### src/rtl/sym_matrix_pkg.sv
// Shared opcodes, FSM states and the triangular position helper for the
// symmetric relation store.
package sym_matrix_pkg;

  typedef enum logic [1:0] {
    OP_READ     = 2'b00,
    OP_WRITE    = 2'b01,
    OP_ROW_READ = 2'b10,
    OP_CLEAR    = 2'b11
  } op_e;

  typedef enum logic [1:0] {
    ST_IDLE  = 2'd0,
    ST_SCAN  = 2'd1,
    ST_CLEAR = 2'd2
  } state_e;

  // Linear index of (hi, lo) with hi > lo in the packed lower triangle.
  function automatic int unsigned tri_pos(input int unsigned hi, input int unsigned lo);
    return (hi * (hi - 1)) / 2 + lo;
  endfunction

endpackage

### src/rtl/sym_matrix_if.sv
// Request/response bundle between a requester (master) and the relation
// store (slave).
interface sym_matrix_if #(
  parameter int N  = 8,
  parameter int IW = $clog2(N)
);
  logic          req_valid;
  logic          req_ready;
  logic [1:0]    req_op;
  logic [IW-1:0] row;
  logic [IW-1:0] col;
  logic          bit_in;
  logic          rsp_valid;
  logic          rsp_bit;
  logic [N-1:0]  row_vec;

  modport master (
    output req_valid, req_op, row, col, bit_in,
    input  req_ready, rsp_valid, rsp_bit, row_vec
  );

  modport slave (
    input  req_valid, req_op, row, col, bit_in,
    output req_ready, rsp_valid, rsp_bit, row_vec
  );
endinterface

### src/rtl/sym_matrix_addr.sv
// Combinational (row, col) -> triangular position decode with diagonal and
// out-of-range flags.
module sym_matrix_addr
  import sym_matrix_pkg::*;
#(
  parameter int N  = 8,
  parameter int IW = $clog2(N),
  parameter int PW = 5
) (
  input  logic [IW-1:0] row,
  input  logic [IW-1:0] col,
  output logic [PW-1:0] pos,
  output logic          is_diag,
  output logic          out_of_range
);
  logic [IW-1:0] hi;
  logic [IW-1:0] lo;

  always_comb begin
    hi = col;
    lo = row;
    if (row > col) begin
      hi = row;
      lo = col;
    end
  end

  assign pos     = PW'(tri_pos(32'(hi), 32'(lo)));
  assign is_diag = (row == col);

  // Indices can only exceed N-1 when N is not a power of two.
  generate
    if ((1 << IW) > N) begin : g_oor
      assign out_of_range = (32'(row) >= N) || (32'(col) >= N);
    end else begin : g_in_range
      assign out_of_range = 1'b0;
    end
  endgenerate
endmodule

### src/rtl/sym_matrix_ctl.sv
// Symmetric relation bit store with single-bit access, row scan and clear
// sweep. Optional SYM_MATRIX_POPCOUNT_EN adds a live count of set bits.
module sym_matrix_ctl
  import sym_matrix_pkg::*;
#(
  parameter int   N    = 8,
  parameter int   IW   = $clog2(N),
  parameter int   L    = N * (N - 1) / 2,
  parameter int   PW   = (L > 1) ? $clog2(L) : 1,
  parameter logic DIAG = 1'b1
) (
  input  logic           clock,
  input  logic           reset_n,
  sym_matrix_if.slave    bus,
  output logic           busy
`ifdef SYM_MATRIX_POPCOUNT_EN
  ,
  output logic [$clog2(L+1)-1:0] pop_count
`endif
);
  state_e        state_q, state_d;
  logic [L-1:0]  mem_q, mem_d;
  logic [IW-1:0] k_q, k_d;
  logic [IW-1:0] scan_row_q, scan_row_d;
  logic [N-1:0]  scan_vec_q, scan_vec_d;
  logic [PW-1:0] clr_q, clr_d;
  logic          rsp_valid_q, rsp_valid_d;
  logic          rsp_bit_q, rsp_bit_d;
  logic [N-1:0]  row_vec_q, row_vec_d;
`ifdef SYM_MATRIX_POPCOUNT_EN
  logic [$clog2(L+1)-1:0] pop_q, pop_d;
`endif

  logic [PW-1:0] req_pos, scan_pos;
  logic          req_diag, req_oor, scan_diag, scan_oor;
  logic          accept, scan_bit;

  sym_matrix_addr #(.N(N), .IW(IW), .PW(PW)) u_req_addr (
    .row(bus.row), .col(bus.col),
    .pos(req_pos), .is_diag(req_diag), .out_of_range(req_oor)
  );

  sym_matrix_addr #(.N(N), .IW(IW), .PW(PW)) u_scan_addr (
    .row(scan_row_q), .col(k_q),
    .pos(scan_pos), .is_diag(scan_diag), .out_of_range(scan_oor)
  );

  assign accept = bus.req_valid && (state_q == ST_IDLE);

  always_comb begin
    state_d     = state_q;
    mem_d       = mem_q;
    k_d         = k_q;
    scan_row_d  = scan_row_q;
    scan_vec_d  = scan_vec_q;
    clr_d       = clr_q;
    rsp_valid_d = 1'b0;
    rsp_bit_d   = rsp_bit_q;
    row_vec_d   = row_vec_q;
    scan_bit    = 1'b0;
`ifdef SYM_MATRIX_POPCOUNT_EN
    pop_d       = pop_q;
`endif
    case (state_q)
      ST_IDLE: begin
        if (accept) begin
          case (bus.req_op)
            OP_READ: begin
              rsp_valid_d = 1'b1;
              rsp_bit_d   = req_oor ? 1'b0 : (req_diag ? DIAG : mem_q[req_pos]);
            end
            OP_WRITE: begin
              if (!req_oor && !req_diag) begin
                mem_d[req_pos] = bus.bit_in;
`ifdef SYM_MATRIX_POPCOUNT_EN
                if (mem_q[req_pos] != bus.bit_in)
                  pop_d = bus.bit_in ? pop_q + 1'b1 : pop_q - 1'b1;
`endif
              end
            end
            OP_ROW_READ: begin
              state_d    = ST_SCAN;
              scan_row_d = bus.row;
              k_d        = '0;
              scan_vec_d = '0;
            end
            default: begin
              state_d = ST_CLEAR;
              clr_d   = '0;
            end
          endcase
        end
      end
      ST_SCAN: begin
        scan_bit        = scan_oor ? 1'b0 : (scan_diag ? DIAG : mem_q[scan_pos]);
        scan_vec_d[k_q] = scan_bit;
        if (k_q == IW'(N - 1)) begin
          // Publish only on completion so row_vec stays stable mid-scan.
          state_d     = ST_IDLE;
          rsp_valid_d = 1'b1;
          row_vec_d   = scan_vec_d;
        end else begin
          k_d = k_q + 1'b1;
        end
      end
      ST_CLEAR: begin
        mem_d[clr_q] = 1'b0;
        if (clr_q == PW'(L - 1)) begin
          state_d     = ST_IDLE;
          rsp_valid_d = 1'b1;
`ifdef SYM_MATRIX_POPCOUNT_EN
          pop_d       = '0;
`endif
        end else begin
          clr_d = clr_q + 1'b1;
        end
      end
      default: state_d = ST_IDLE;
    endcase
  end

  always_ff @(posedge clock or negedge reset_n) begin
    if (!reset_n) begin
      state_q     <= ST_IDLE;
      mem_q       <= '0;
      k_q         <= '0;
      scan_row_q  <= '0;
      scan_vec_q  <= '0;
      clr_q       <= '0;
      rsp_valid_q <= 1'b0;
      rsp_bit_q   <= 1'b0;
      row_vec_q   <= '0;
`ifdef SYM_MATRIX_POPCOUNT_EN
      pop_q       <= '0;
`endif
    end else begin
      state_q     <= state_d;
      mem_q       <= mem_d;
      k_q         <= k_d;
      scan_row_q  <= scan_row_d;
      scan_vec_q  <= scan_vec_d;
      clr_q       <= clr_d;
      rsp_valid_q <= rsp_valid_d;
      rsp_bit_q   <= rsp_bit_d;
      row_vec_q   <= row_vec_d;
`ifdef SYM_MATRIX_POPCOUNT_EN
      pop_q       <= pop_d;
`endif
    end
  end

  assign bus.req_ready = (state_q == ST_IDLE);
  assign bus.rsp_valid = rsp_valid_q;
  assign bus.rsp_bit   = rsp_bit_q;
  assign bus.row_vec   = row_vec_q;
  assign busy          = (state_q != ST_IDLE);
`ifdef SYM_MATRIX_POPCOUNT_EN
  assign pop_count     = pop_q;
`endif
endmodule

### src/flat_wrapper.sv
// flat-port wrapper written by rule: the top's interface ports become plain ports
module sym_matrix_ctl_flat import sym_matrix_pkg::*;
#(
  parameter int   N    = 8,
  parameter int   IW   = $clog2(N),
  parameter int   L    = N * (N - 1) / 2,
  parameter int   PW   = (L > 1) ? $clog2(L) : 1,
  parameter logic DIAG = 1'b1
)
  (clock, reset_n, busy, bus_req_valid, bus_req_op, bus_row, bus_col, bus_bit_in, bus_req_ready, bus_rsp_valid, bus_rsp_bit, bus_row_vec);
  sym_matrix_if #(.N(N), .IW(IW)) bus_i ();
  input  logic clock;
  input  logic reset_n;
  output logic busy;
  input wire logic [$bits(bus_i.req_valid)-1:0] bus_req_valid;
  input wire logic [$bits(bus_i.req_op)-1:0] bus_req_op;
  input wire logic [$bits(bus_i.row)-1:0] bus_row;
  input wire logic [$bits(bus_i.col)-1:0] bus_col;
  input wire logic [$bits(bus_i.bit_in)-1:0] bus_bit_in;
  output wire logic [$bits(bus_i.req_ready)-1:0] bus_req_ready;
  output wire logic [$bits(bus_i.rsp_valid)-1:0] bus_rsp_valid;
  output wire logic [$bits(bus_i.rsp_bit)-1:0] bus_rsp_bit;
  output wire logic [$bits(bus_i.row_vec)-1:0] bus_row_vec;
  assign bus_i.req_valid = bus_req_valid;
  assign bus_i.req_op = bus_req_op;
  assign bus_i.row = bus_row;
  assign bus_i.col = bus_col;
  assign bus_i.bit_in = bus_bit_in;
  assign bus_req_ready = bus_i.req_ready;
  assign bus_rsp_valid = bus_i.rsp_valid;
  assign bus_rsp_bit = bus_i.rsp_bit;
  assign bus_row_vec = bus_i.row_vec;
  sym_matrix_ctl #(.N(N), .IW(IW), .L(L), .PW(PW), .DIAG(DIAG)) u_core (.clock(clock), .reset_n(reset_n), .bus(bus_i), .busy(busy));
endmodule
### config.mk
export PLATFORM = sky130hd
export DESIGN_NAME = sym_matrix_ctl_flat
export DESIGN_NICKNAME = d
export VERILOG_FILES = /design/src/rtl/sym_matrix_pkg.sv /design/src/rtl/sym_matrix_if.sv /design/src/rtl/sym_matrix_addr.sv /design/src/rtl/sym_matrix_ctl.sv /design/src/flat_wrapper.sv
export SDC_FILE = /design/constraint.sdc
export NUM_CORES = 1
export LEC_CHECK = 0
export BUFFER_PORTS_ARGS = -buffer_cell sky130_fd_sc_hd__buf_2
export CORE_MARGIN = 2
export CORE_UTILIZATION = 25
export CTS_BUF_LIST = sky130_fd_sc_hd__clkbuf_4 sky130_fd_sc_hd__clkbuf_8
export CTS_CLUSTER_SIZE = 24
export DETAILED_ROUTE_END_ITERATION = 8
export GPL_TIMING_DRIVEN = 0
export PLACE_DENSITY = 0.44
export SYNTH_ARGS = -nofsm -noshare
export SYNTH_HDL_FRONTEND = slang
export SYNTH_HIERARCHICAL = 1
export SYNTH_SLANG_ARGS = --single-unit
### constraint.sdc
create_clock -name clock -period 5.5 [get_ports clock]
set_input_delay 0.825 -clock clock [delete_from_list [all_inputs] [get_ports clock]]
set_output_delay 0.825 -clock clock [all_outputs]
set_load 0.01 [all_outputs]
[Yosys cells after proc, flatten, opt, wreduce, memory -nomap -nowiden]
Index checks and enable logic that the tools add are counted.
Storage, ports and cells
  flip-flop bits (word level): 59
  bits of input ports: 12
  word-level logic and storage cells: 108
Cells by class
  $mul: 2
  bitwise operators: 2
  add/sub/neg operators: 6
  muxes and demuxes: 43
  reduce and logical (&&, ||, !) cells: 19
  eq/ne operators: 18
  magnitude comparators: 9
Operators with widths (number)
  $mux 28: 3
  $pmux 28 s2: 1
  $and 28x28->28: 1
  $bwmux 28: 1
  $not 28->28: 1
  $mux 3: 7
  $lt 5x6->1 const B: 3
  $mux 8: 2
  $pmux 8 s2: 1
  $reduce_and 4->1: 4
  $mux 5: 3
  $mul 4x4->6: 2
  $mux 1: 11
  $add 5x3->5: 2
  $bmux 1 s5: 2
  $demux 1 s5: 2
  $ge 5x1->1 const B: 2
  $ne 2x1->1 const B: 5
  $ne 2x2->1 const B: 5
  $pmux 5 s2: 1
  $reduce_and 3->1: 3
  $bwmux 8: 1
  $sub 3x1->4 const B: 2
  $eq 3x3->1: 2
  other kinds (21): 32

[Logic depth before layout (Yosys ltp)]
  depth in word-level cells: 14
  mapped depth: 25

[Hierarchy]
Netlist, hierarchy kept.
By module, submodules not included
  sym_matrix_ctl: cells each 373, area an instance 3575.9 µm², sequential area each 1476.4 µm², instances 1
  sym_matrix_addr (u_core.u_req_addr): cells each 78, area an instance 610.6 µm², sequential area each 0.0 µm², instances 1
  sym_matrix_addr (u_core.u_scan_addr): cells each 79, area an instance 606.8 µm², sequential area each 0.0 µm², instances 1

[Worst setup path before layout]
OpenSTA, ideal clock, no wires.
  kind: input to register
  start: input bus_col[2]
  end: register u_core.mem_q[16]
  stages: 24
  setup slack: -0.050 ns
  data required time: 5.363 ns
  library setup time: 0.137 ns
  data arrival time: 5.413 ns
  path buffers: 2
  cell sequence: inv_1 -> ha_1 -> nand2_1 -> o21a_1 -> buf_6 -> or2_1 -> a21oi_1 -> inv_2 -> ha_1 -> nand2b_1 -> fa_1 -> inv_1 -> ha_1 -> ha_1 -> inv_1 -> fa_1 -> xnor2_1 -> xnor2_1 -> xnor2_1 -> xnor2_1 -> clkbuf_1 -> nor4b_1 -> nand2_1 -> mux2i_1
Between the ends
  longest elaborated chain between the ends: 14
  elaborated cells on any way between the ends: 19
Ends and longest elaborated chain
  start, declared: RTL line flat_wrapper.sv:18  | input wire logic [$bits(bus_i.col)-1:0] bus_col;
  $gt 3x3->1: RTL line sym_matrix_addr.sv:22  | if (row > col) begin
  $mux 3: RTL line sym_matrix_addr.sv:22
  $sub 3x1->4: RTL line sym_matrix_pkg.sv:20  | return (hi * (hi - 1)) / 2 + lo;
  $mul 4x4->6: RTL line sym_matrix_pkg.sv:20
  $add 5x3->5 (*): RTL line sym_matrix_pkg.sv:20
  net u_core.req_pos[4]: RTL line sym_matrix_ctl.sv:34  | logic [PW-1:0] req_pos, scan_pos;
  $lt 5x6->1 (implied by the code) / $ge 5x1->1 (equally long branches): RTL line sym_matrix_ctl.sv:74  | mem_d[req_pos] = bus.bit_in;
  $logic_and 1x1->1 (implied by the code): RTL line sym_matrix_ctl.sv:74
  $mux 1 (implied by the code): RTL line sym_matrix_ctl.sv:74
  $demux 1 s5 (*)
  $bwmux 28 (*): RTL line sym_matrix_ctl.sv:74
  $mux 28 (*): RTL line sym_matrix_ctl.sv:73  | if (!req_oor && !req_diag) begin
  $mux 28 (*): RTL line sym_matrix_ctl.sv:67  | case (bus.req_op)
  $mux 28 (*): RTL line sym_matrix_ctl.sv:66  | if (accept) begin
  $pmux 28 s2 (*): RTL line sym_matrix_ctl.sv:64  | case (state_q)
  end signal, assigned: RTL line sym_matrix_ctl.sv:138  | mem_q <= mem_d;
  end, declared: RTL line sym_matrix_ctl.sv:22  | logic [L-1:0] mem_q, mem_d;
The timed path passes the listed nets; every way through them passes the cells marked *. The select of a mux whose other input is x is not followed.
A chain may end at the register's enable or synchronous reset.

[Final worst setup path]
  start: input bus_col[2]
  end: register u_core.rsp_bit_q, in the netlist u_core/bus.rsp_bit
Between the ends
  longest elaborated chain between the ends: 8
  elaborated cells on any way between the ends: 10
Ends and longest elaborated chain
  $gt 3x3->1: RTL line sym_matrix_addr.sv:22
  $mux 3: RTL line sym_matrix_addr.sv:22
  $sub 3x1->4: RTL line sym_matrix_pkg.sv:20
  $mul 4x4->6: RTL line sym_matrix_pkg.sv:20
  $add 5x3->5 (*): RTL line sym_matrix_pkg.sv:20
  net u_core.req_pos[4]: RTL line sym_matrix_ctl.sv:34
  $bmux 1 s5 (*): RTL line sym_matrix_ctl.sv:70  | rsp_bit_d = req_oor ? 1'b0 : (req_diag ? DIAG : mem_q[req_pos]);
  $mux 1 (implied by the code) (*): RTL line sym_matrix_ctl.sv:70
  $mux 1 (*): RTL line sym_matrix_ctl.sv:70
  end signal, assigned: RTL line sym_matrix_ctl.sv:144  | rsp_bit_q <= rsp_bit_d;
  end, declared: RTL line sym_matrix_ctl.sv:28  | logic rsp_bit_q, rsp_bit_d;
Marked as above.

==> reports/summary.txt <==
outcome = finished, final reports clean
fin util = 30.26%
skew final = 0.01278 ns
Hold-fix buffers, CTS = 0
most frequent cells in the layout = nand2_1 (68), dfrtp_1 (56), o21ai_0 (34)
layout cells sized above 1 = 22.16%
Slew Limit Fails = 0
synth unique cells = 59
top achievable clock speed = 189.4 MHz
width of the die = 142.5 um
Design Area, Final = 5679 um^2
vias in the first global route = 4,181
commonest non-fill, non-tap cell in the layout = nand2_1
routability cong. = 0.8379
post-route insts no fill = 816
ant diodes = 0
Hold Path Origin = u_core/scan_vec_q[4]
GRT Total Usage = 14.22%
asr flop ratio synth = 100.0%
drc violations = 0
syn_area_per_cell = 9.044 um^2
Final nets = 631
WHS = 0.5228 ns
Post-DP Area = 5205 um^2
via count = 4,186
sequential area share after synthesis = 30.80%
initial antenna violation count = 0
Syn Std Cell Area = 4793 um^2
CP max FO = 10
Multi-input gate area = 3258 um^2
Critical Path End Type = register
drt initial violations = 214
EDFF count, synth = 0
Clk Latency, worst-skew pair = 0.36 ns
first-pass GRT wire length = 22,520 um
CTS buffer count = 9
FF/Latch Area = 1480 um^2
Least-Margin Pin Slew = 0.9234 ns
CTS root buf = clkbuf_8
Worst Path Arrival = 5.51 ns
largest net degree at the start of global routing = 60
R2R Path Start = u_core/scan_row_q[1]
Top FF cell, synth = dfrtp_1
H-tree depth = 3
Worst slew margin = 37.93%
cell taking the most area after synthesis = dfrtp_1
post-synth top area share = 30.80%
CTS tree = done
Fin. Hold Viols = 0
CTS max path bufs = 2
Worst Path Required = 5.74 ns
synthesized net count = 584
Startpoint Class = input pin
Die H = 142.5 um
via/cell ratio = 5.130
Final Cycle Share = 95.99%
register bit total from synthesis = 59
Filler cells = 2,008
gr ovfl total = 0
clk slew on worst S/H paths = 0.07 ns
WS Path Type = in -> reg
CTS sink count = 59
IO Pins = 24
Setup-failing EPs final = 0
Worst Hold Class = reg -> reg
WL final = 13,850 um
die area = 20,300 um^2
dpl cells = 787
I/O Buffers = 23
average routed wire per standard cell = 16.97 um
Routed Antenna Nets = 0
max_cap viols = 0
Mapped Cells = 530
synthesis-to-layout area growth = 18.48%
core area = 18,770 um^2
fin crit period = 5.280 ns
Setup crit start = bus_col[2]
top cells by area in the synthesized netlist = dfrtp_1 (31%), ha_1 (9.4%), nand2_1 (5.3%), mux4_2 (5.2%), mux2i_1 (5.0%)
DP HPWL = 10,090 um
Initial Util = 25.54%
Ys Warns = 6
Rows = 50
drt first pass iters = 4
## synth_stat cells, types with 4 or more instances
library cell	count
nor4_1	4
mux2i_1	24
o211ai_1	5
xnor2_1	10
a21oi_1	20
nand3_1	17
xor2_1	5
mux2_2	4
nand3b_1	7
inv_1	20
o21ai_0	34
a31oi_1	7
or3b_2	4
clkbuf_1	18
mux4_2	11
o21ai_1	11
nor2b_1	9
or2_2	6
nand2b_1	9
buf_2	5
dfrtp_1	59
o31ai_1	13
nor2_1	33
nand2_1	68
o221ai_1	13
fa_1	6
o22ai_1	8
and2_1	5
or3_1	5
nor3_1	8
ha_1	36
and3_1	5
## critical path, cell delays in order
cell and delay, ns:
buf_2 0.12, inv_2 0.06, ha_4 0.27, nand2_1 0.06, o21a_1 0.18, buf_6 0.14
or2_4 0.26, a21oi_4 0.17, inv_2 0.06, ha_1 0.28, nand2b_1 0.15, fa_2 0.32
inv_1 0.06, ha_1 0.22, ha_1 0.28, inv_1 0.05, fa_2 0.35, xnor2_2 0.14
xnor2_1 0.14, xnor2_1 0.25, xnor2_2 0.18, buf_4 0.19, mux2i_1 0.19, o211ai_1 0.18
nor4b_2 0.32, a211oi_1 0.06
## state kept, by name, summed over array words and instances, names as in the netlist
register              cells
u_core/scan_vec_q         8
u_core/bus.rsp_bit        1
u_core/mem_q             28
u_core/clr_q              5
u_core/k_q                3
u_core/bus.row_vec        8
u_core/state_q            2
u_core/bus.rsp_valid      1
u_core/scan_row_q         3
## layer usage
metal	routed length [um]	GRT usage [%]	share of wire, %
met3	462	2.456	3.3
met2	6593	22.60	48
met5	0	0	0
met4	226	5.784	1.6
met1	6566	19.16	47
## repair_timing
item                                    4_1_cts  5_1_grt
endpoints found under the setup margin       41       43
buffers inserted                              7        7
pin swaps                                     7       13
gates resized for setup                      14       24
## area by class of cell
cell class / instances / area share [%]
repair buffers: 37 / 3.922
clock inverters: 5 / 0.9253
multi-input cells: 420 / 57.37
well taps: 234 / 5.155
flip-flops and latches: 59 / 26.06
inverters: 23 / 1.520
plain buffers: 27 / 2.490
clock buffers: 11 / 2.556
## path summary, 6_finish.rpt
| check | slack [ns] | cells after the start | end |
|---|---|---|---|
| worst max-delay path | 0.22 | 26 | u_core/bus.rsp_bit |
| worst min-delay path | 0.52 | 2 | u_core/scan_vec_q[4] |
| worst max register to register | 0.34 | 21 | u_core/bus.row_vec[2] |
| worst min register to register | 0.52 | 2 | u_core/scan_vec_q[4] |
| max in group asynchronous | 4.41 | 1 | u_core/k_q[1] |
| min in group asynchronous | 0.54 | 1 | u_core/mem_q[13] |
## cells by family (layout without fill, tap and decap cells)
kind of cell	Yosys count	in the layout	synth area share, %
AOI/OAI and AO/OA	125	125	17.23
and+or+nand+nor	197	197	21.46
buffers and inverters	51	103	4.594
DFF	59	59	30.80
xor gates and xnor gates	15	15	2.741
muxes	39	39	11.12
adders and majority gates	42	42	11.90
other	2	2	0.1567
## per-stage QoR
step                 TNS, ns  worst slack (ns)
finish                     0            0.2203
floorplan                  0           0.01387
global placement      -16.60           -0.6881
CTS                        0          0.008901
detailed placement    -19.54           -0.7276
global route        -0.01191          -0.01191
Power is left out: the tool's default activity adds up to more than one toggle a clock period on the data nets, which glitch-free logic cannot reach.
